$ cat config.mk
export PLATFORM = sky130hd
export DESIGN_NAME = xbar_session_sched
export DESIGN_NICKNAME = d
export VERILOG_FILES = /design/src/rtl/packet_pkg.sv /design/src/rtl/xbar_port_session.sv /design/src/rtl/xbar_session_sched.sv
export SDC_FILE = /design/constraint.sdc
export NUM_CORES = 1
export LEC_CHECK = 0
export BUFFER_PORTS_ARGS = -buffer_cell sky130_fd_sc_hd__buf_2
export CAP_MARGIN = 25
export CORE_UTILIZATION = 50
export DETAILED_ROUTE_END_ITERATION = 12
export PLACE_DENSITY = 0.76
export SETUP_SLACK_MARGIN = 0.5
export SLEW_MARGIN = 0
export SYNTH_ARGS = -nofsm -noshare
export SYNTH_HDL_FRONTEND = slang
export SYNTH_SLANG_ARGS = --single-unit
$ cat constraint.sdc
create_clock -name clk -period 2.32 [get_ports clk]
set_input_delay 0.464 -clock clk [delete_from_list [all_inputs] [get_ports clk]]
set_output_delay 0.464 -clock clk [all_outputs]
set_load 0.02 [all_outputs]
$ cat src/rtl/packet_pkg.sv
// Shared types and constants for the crossbar session scheduler.
// The port-index type doubles as the per-output mux select encoding.
package packet_pkg;

  localparam int unsigned ADDR_WIDTH = 4;
  localparam int unsigned NUM_PORTS  = 4;

  typedef enum logic [1:0] {
    IDLE = 2'd0,
    WAIT = 2'd1,
    XFER = 2'd2
  } sched_state_t;

  typedef logic [1:0] port_idx_t;

  // Places the owner index in the select slot of every output the port has claimed.
  function automatic logic [2*ADDR_WIDTH-1:0] sel_contrib(input port_idx_t idx,
                                                          input logic [ADDR_WIDTH-1:0] claim);
    logic [2*ADDR_WIDTH-1:0] res;
    res = '0;
    for (int o = 0; o < ADDR_WIDTH; o++) begin
      if (claim[o]) res[2*o +: 2] = idx;
    end
    return res;
  endfunction

endpackage

$ cat src/rtl/xbar_port_session.sv
// Per-input-port session FSM: captures a request, waits for an all-or-nothing grant,
// then holds its outputs until the final beat. Optional wait watchdog: SCHED_WATCHDOG_EN.
module xbar_port_session
  import packet_pkg::*;
#(
  parameter int unsigned LEN_WIDTH  = 8,
  parameter int unsigned WAIT_LIMIT = 64,
  parameter port_idx_t   PORT_IDX   = '0
) (
  input  logic                    clk,
  input  logic                    rst_n,
  input  logic                    req_valid,
  input  logic [ADDR_WIDTH-1:0]   req_dst,
  input  logic [LEN_WIDTH-1:0]    req_len,
  output logic                    req_ready,
  input  logic                    beat_valid,
  input  logic                    arb_grant,
  input  logic [ADDR_WIDTH-1:0]   out_busy,
  output logic [ADDR_WIDTH-1:0]   arb_dst,
  output logic [ADDR_WIDTH-1:0]   claim,
  output logic [2*ADDR_WIDTH-1:0] sel_bits,
  output logic                    xfer_active,
  output logic                    xfer_last,
  output logic                    starve
);

  if (WAIT_LIMIT < 1) begin : g_bad_wait_limit
    $error("WAIT_LIMIT must be at least 1");
  end

  sched_state_t state_q, state_d;
  logic [ADDR_WIDTH-1:0] dst_q, dst_d;
  logic [LEN_WIDTH-1:0]  len_q, len_d;
  logic [LEN_WIDTH-1:0]  rem_q, rem_d;

  always_comb begin
    state_d   = state_q;
    dst_d     = dst_q;
    len_d     = len_q;
    rem_d     = rem_q;
    req_ready = 1'b0;
    arb_dst   = '0;
    xfer_last = 1'b0;
    unique case (state_q)
      IDLE: begin
        if (req_valid) begin
          req_ready = 1'b1;
          dst_d     = req_dst;
          len_d     = (req_len == '0) ? LEN_WIDTH'(1) : req_len;
          // An empty destination mask is consumed but never scheduled.
          if (req_dst != '0) state_d = WAIT;
        end
      end
      WAIT: begin
        if ((dst_q & out_busy) == '0) arb_dst = dst_q;
        if (arb_grant && (arb_dst != '0)) begin
          state_d = XFER;
          rem_d   = len_q;
        end
      end
      XFER: begin
        if (beat_valid) begin
          rem_d = rem_q - LEN_WIDTH'(1);
          if (rem_q == LEN_WIDTH'(1)) begin
            xfer_last = 1'b1;
            state_d   = IDLE;
          end
        end
      end
      default: state_d = IDLE;
    endcase
  end

  always_ff @(posedge clk or negedge rst_n) begin
    if (!rst_n) begin
      state_q <= IDLE;
      dst_q   <= '0;
      len_q   <= '0;
      rem_q   <= '0;
    end else begin
      state_q <= state_d;
      dst_q   <= dst_d;
      len_q   <= len_d;
      rem_q   <= rem_d;
    end
  end

  // Locks are derived from registered state so they drop with the async reset.
  assign xfer_active = (state_q == XFER);
  assign claim       = xfer_active ? dst_q : '0;
  assign sel_bits    = sel_contrib(PORT_IDX, claim);

`ifdef SCHED_WATCHDOG_EN
  localparam int unsigned WcWidth = $clog2(WAIT_LIMIT + 1);
  localparam logic [WcWidth-1:0] WcLimit = WcWidth'(WAIT_LIMIT);

  logic [WcWidth-1:0] wait_cnt_q, wait_cnt_d;
  logic               starve_q, starve_d;

  always_comb begin
    wait_cnt_d = '0;
    if (state_q == WAIT) begin
      wait_cnt_d = (wait_cnt_q == WcLimit) ? wait_cnt_q : wait_cnt_q + WcWidth'(1);
    end
    starve_d = starve_q | (wait_cnt_q == WcLimit);
  end

  always_ff @(posedge clk or negedge rst_n) begin
    if (!rst_n) begin
      wait_cnt_q <= '0;
      starve_q   <= 1'b0;
    end else begin
      wait_cnt_q <= wait_cnt_d;
      starve_q   <= starve_d;
    end
  end

  assign starve = starve_q;
`else
  assign starve = 1'b0;
`endif

endmodule

$ cat src/rtl/xbar_session_sched.sv
// Multi-beat session scheduler for the 4-port crossbar: one session FSM per input,
// output locks and mux selects merged here. Optional watchdog: SCHED_WATCHDOG_EN.
module xbar_session_sched
  import packet_pkg::*;
#(
  parameter int unsigned LEN_WIDTH  = 8,
  parameter int unsigned WAIT_LIMIT = 64
) (
  input  logic                              clk,
  input  logic                              rst_n,
  input  logic [NUM_PORTS-1:0]              req_valid,
  input  logic [NUM_PORTS*ADDR_WIDTH-1:0]   req_dst,
  input  logic [NUM_PORTS*LEN_WIDTH-1:0]    req_len,
  output logic [NUM_PORTS-1:0]              req_ready,
  input  logic [NUM_PORTS-1:0]              beat_valid,
  output logic [NUM_PORTS*ADDR_WIDTH-1:0]   arb_dst,
  input  logic [NUM_PORTS-1:0]              arb_grant,
  output logic [ADDR_WIDTH-1:0]             out_busy,
  output logic [2*ADDR_WIDTH-1:0]           out_sel,
  output logic [ADDR_WIDTH-1:0]             out_en,
  output logic [NUM_PORTS-1:0]              xfer_active,
  output logic [NUM_PORTS-1:0]              xfer_last,
  output logic [NUM_PORTS-1:0]              starve
);

  logic [NUM_PORTS-1:0][ADDR_WIDTH-1:0]   claim;
  logic [NUM_PORTS-1:0][2*ADDR_WIDTH-1:0] sel_bits;

  for (genvar i = 0; i < NUM_PORTS; i++) begin : g_port
    xbar_port_session #(
      .LEN_WIDTH  (LEN_WIDTH),
      .WAIT_LIMIT (WAIT_LIMIT),
      .PORT_IDX   (port_idx_t'(i))
    ) u_session (
      .clk         (clk),
      .rst_n       (rst_n),
      .req_valid   (req_valid[i]),
      .req_dst     (req_dst[ADDR_WIDTH*i +: ADDR_WIDTH]),
      .req_len     (req_len[LEN_WIDTH*i +: LEN_WIDTH]),
      .req_ready   (req_ready[i]),
      .beat_valid  (beat_valid[i]),
      .arb_grant   (arb_grant[i]),
      .out_busy    (out_busy),
      .arb_dst     (arb_dst[ADDR_WIDTH*i +: ADDR_WIDTH]),
      .claim       (claim[i]),
      .sel_bits    (sel_bits[i]),
      .xfer_active (xfer_active[i]),
      .xfer_last   (xfer_last[i]),
      .starve      (starve[i])
    );
  end

  // Grants never overlap, so a plain OR of the per-port claims is collision-free.
  always_comb begin
    out_busy = '0;
    out_sel  = '0;
    for (int i = 0; i < NUM_PORTS; i++) begin
      out_busy = out_busy | claim[i];
      out_sel  = out_sel | sel_bits[i];
    end
  end

  always_comb begin
    out_en = '0;
    for (int o = 0; o < ADDR_WIDTH; o++) begin
      out_en[o] = out_busy[o] && beat_valid[out_sel[2*o +: 2]] && xfer_active[out_sel[2*o +: 2]];
    end
  end

endmodule

==> results.yml <==
logic_synthesis:
  async_reset_ff_share_pct: 100
  synth-compound-area-share_pct: 18.8
  yosys.area_share.xor_xnor_pct: 0.163
  yosys_warnings: 0
  syn-cell-area_mm2: 0.00537
  netlist-cell-type-count: 62
  syn_inst: 562
  syn_avg_cell_area_um2: 9.56
  synth_edf_count: 0
  synth_seq_cells: 88
  muxShareOfSynthArea_pct: 9.32
  yosysSeqAreaShare_pct: 41.0
  synth_top_family_by_area: "simple AND/OR/NAND/NOR gates"
  ys.flop_type: "dfrtp_1"
  yosys.area_share.simple_pct: 21.8
  synthAdderAreaFrac_pct: 1.86
sta:
  drv_slew: 0
  worst_slack_ns: -0.538
  period_minus_slack_ns: 2.86
  fmax_ghz: 0.350
  fin_skew_ns: 0.0147
  rsz0062_at_grt: "yes"
  slew_headroom_pct: 42.8
  setup_violations: 35
  setup-tns-final_ns: -9.78
  fin_crit_sh_pct: 123
  tightest_slew_ns: 0.847
  hold_violations: 0
critical_path:
  cp.arrival_ns: 2.39
  timing.critical_path.to: "arb_dst[15]"
  r2r-start: "g_port[0].u_session.dst_q[0]"
  timing.rr.end: "g_port[0].u_session.rem_q[7]"
  worstSetupStartpoint: "g_port[3].u_session.state_q[1]"
  critPathMaxStageDelay_ns: 0.51
  path_class: "reg2out"
  r2r_setup_slack_ns: -0.09
  reg2reg_depth: 8
  cp_max_fo: 6
  crit_path_end_kind: "output port"
  worstPathRequired_ns: 1.86
  worstSetupStartpointType: "register"
  crit_chain: "and3b_2, o41ai_4, o2111ai_4, nor2_4, and2_2, buf_6"
  cpMaxStageDelayCell: "o41ai_4"
finish:
  final_common_cell: "buf_6"
  drive_gt1_share_pct: 55.7
  n_antenna_cell: 0
  fin_util_pct: 83.3
  areaGrowthSynthToFinish_pct: 60.9
  final_area_mm2: 0.00864
  mostFrequentLayoutCells: "98 x buf_6, 83 x dfrtp_1, 70 x buf_4"
  fin_cells: 910
  finalNetCount: 839
floorplan:
  initial_utilization_pct: 51.8
  die_y_um: 106
  pin_count: 110
  rows: 37
  dieWidth_um: 106
  coreArea_mm2: 0.0104
  dieArea_mm2: 0.0112
hold_path:
  hold_class: "in2async"
pwr:
  swShare_pct: 43.4
  ir_drop_mv: 0.924
  power_density_mw_per_mm2: 1520
  switchingPower_uw: 5700
  power_frac_seq_pct: 23.5
  combPwrFrac_pct: 67.7
  power_frac_clock_pct: 8.8
  p_total_uw: 13200
  leakagePower_uw: 0.00392
  internal_power_uw: 7450
detailed_routing:
  drc_errors: 0
  avgRoutedWirePerCell_um: 22.1
  drt_pass1_iterations: 5
  num_vias: 5835
  wl_um: 20200
  drtIter0Drc: 386
  antenna_left: 0
  via_per_inst: 6.41
placement:
  globalplace.congestion: 0.896
  placedCellCount: 808
  dpl.hpwl_um: 10900
  portBuffers: 105
  post_dp_cell_area_mm2: 0.00655
global_routing:
  track_usage_pct: 30.7
  grt_antenna_before_repair: 0
  grt_max_degree: 52
  grt_pass1_wl_um: 27100
  first_global_vias: 5378
  overflow: 0
clock_network:
  cts_tree: "done"
  root_buffer: "clkbuf_8"
  clkSinkCount: 88
  cts_max_level: 3
  cts_made_buffers: 9
  clkSlewWorstSetupHoldPaths_ns: 0.10
  clockBufferDepth: 2
  clk_latency_ns: 0.39
run:
  drv_cap: 0
status:
  violations: "negative setup slack"
  outcome: "complete, but fails checks"
flip-flops by register name (all words and copies together), names as in the netlist:
| register | count |
|---|---|
| g_port.u_session.dst_q | 16 |
| g_port.u_session.len_q | 32 |
| g_port.u_session.rem_q | 32 |
| g_port.u_session.state_q | 8 |
repair_timing:
item / 4_1_cts / 5_1_grt
pin swaps: 56 / 40
endpoints found under the setup margin: 84 / 99
gates cloned: 0 / 3
gates resized for setup: 203 / 107
hold buffers: 0 / 0
setup buffers: 44 / 39
worst min-delay path by stage:
stage	to	slack (ns)	cells past startpoint
after detailed placement	g_port[1].u_session.rem_q[0]	0.47	1
after floorplan	g_port[0].u_session.dst_q[0]	0.17	0
after CTS	g_port[1].u_session.rem_q[0]	0.06	1
final	g_port[1].u_session.rem_q[0]	0.03	1
after global routing	g_port[1].u_session.rem_q[1]	0.06	1
after global placement	g_port[1].u_session.rem_q[6]	0.47	1
synth_stat cells, types with 6 or more instances:
cell | n | area (µm²)
a21oi_1 | 22 | 110
and2_1 | 10 | 62.6
and3_1 | 7 | 43.8
and3b_1 | 15 | 131
buf_4 | 17 | 128
clkbuf_1 | 22 | 82.6
dfrtp_1 | 88 | 2200
ha_1 | 8 | 100
inv_1 | 33 | 124
mux2_2 | 39 | 439
nand2_1 | 30 | 113
nand2b_1 | 10 | 62.6
nand3_1 | 12 | 60.1
nand4_1 | 6 | 37.5
nand4b_1 | 16 | 140
nor2_1 | 38 | 143
nor3_1 | 14 | 70.1
nor3b_1 | 6 | 45.0
nor4_1 | 13 | 81.3
o211ai_1 | 7 | 52.6
o21ai_0 | 34 | 170
o41ai_1 | 18 | 158
or4_1 | 7 | 52.6
kinds of logic (layout without fill, tap and decap cells):
logic type,Yosys count,count (layout)
buf+inv,80,289
other cells,1,4
fa+ha+maj,8,8
mux,45,45
simple gates,202,202
compound gates,137,137
xor+xnor,1,1
flops,88,88
area by class of cell:
type / instances / area, µm²
fill: 543 / 1730
inverter: 34 / 148
timing repair buffer: 239 / 2120
multi-input combinational: 397 / 3800
clock inverter: 2 / 37.5
tap: 136 / 170
clock buffer: 14 / 163
sequential: 88 / 2210
worst max-delay path, delay by kind of cell (launching register included):
family | cells | cell delay [ns]
buffers and inverters | 1 | 0.11
AO/OA/AOI/OAI | 2 | 0.77
flip-flops | 1 | 0.44
AND/OR/NAND/NOR | 3 | 0.67
power by group through the flow:
stage	logic, µW	clock network (µW)	registers (µW)
floorplan	3920	0	2800
global placement	5260	0	2900
detailed placement	5380	0	2960
CTS	7200	1130	2970
global route	9320	1220	3160
finish	8910	1160	3080
stage by stage:
stage                     worst slack, ns  hold WS [ns]
after floorplan                   -0.0215         0.168
after global placement             0.0351         0.471
after detailed placement          -0.0181         0.472
after CTS                          -0.414        0.0595
after global routing               -0.580        0.0610
final                              -0.538        0.0319
routing by layer:
| layer | track usage (%) | vias up | part of all wire [%] |
|---|---|---|---|
| li1 | - | 2524 | - |
| met5 | 0 | - | 0 |
| met2 | 50.9 | 355 | 49 |
| met4 | 15.2 | 0 | 6.1 |
| met3 | 4.76 | 110 | 6.8 |
| met1 | 39.0 | 2846 | 38 |
Note: power is estimated with default switching activity, not from simulation.
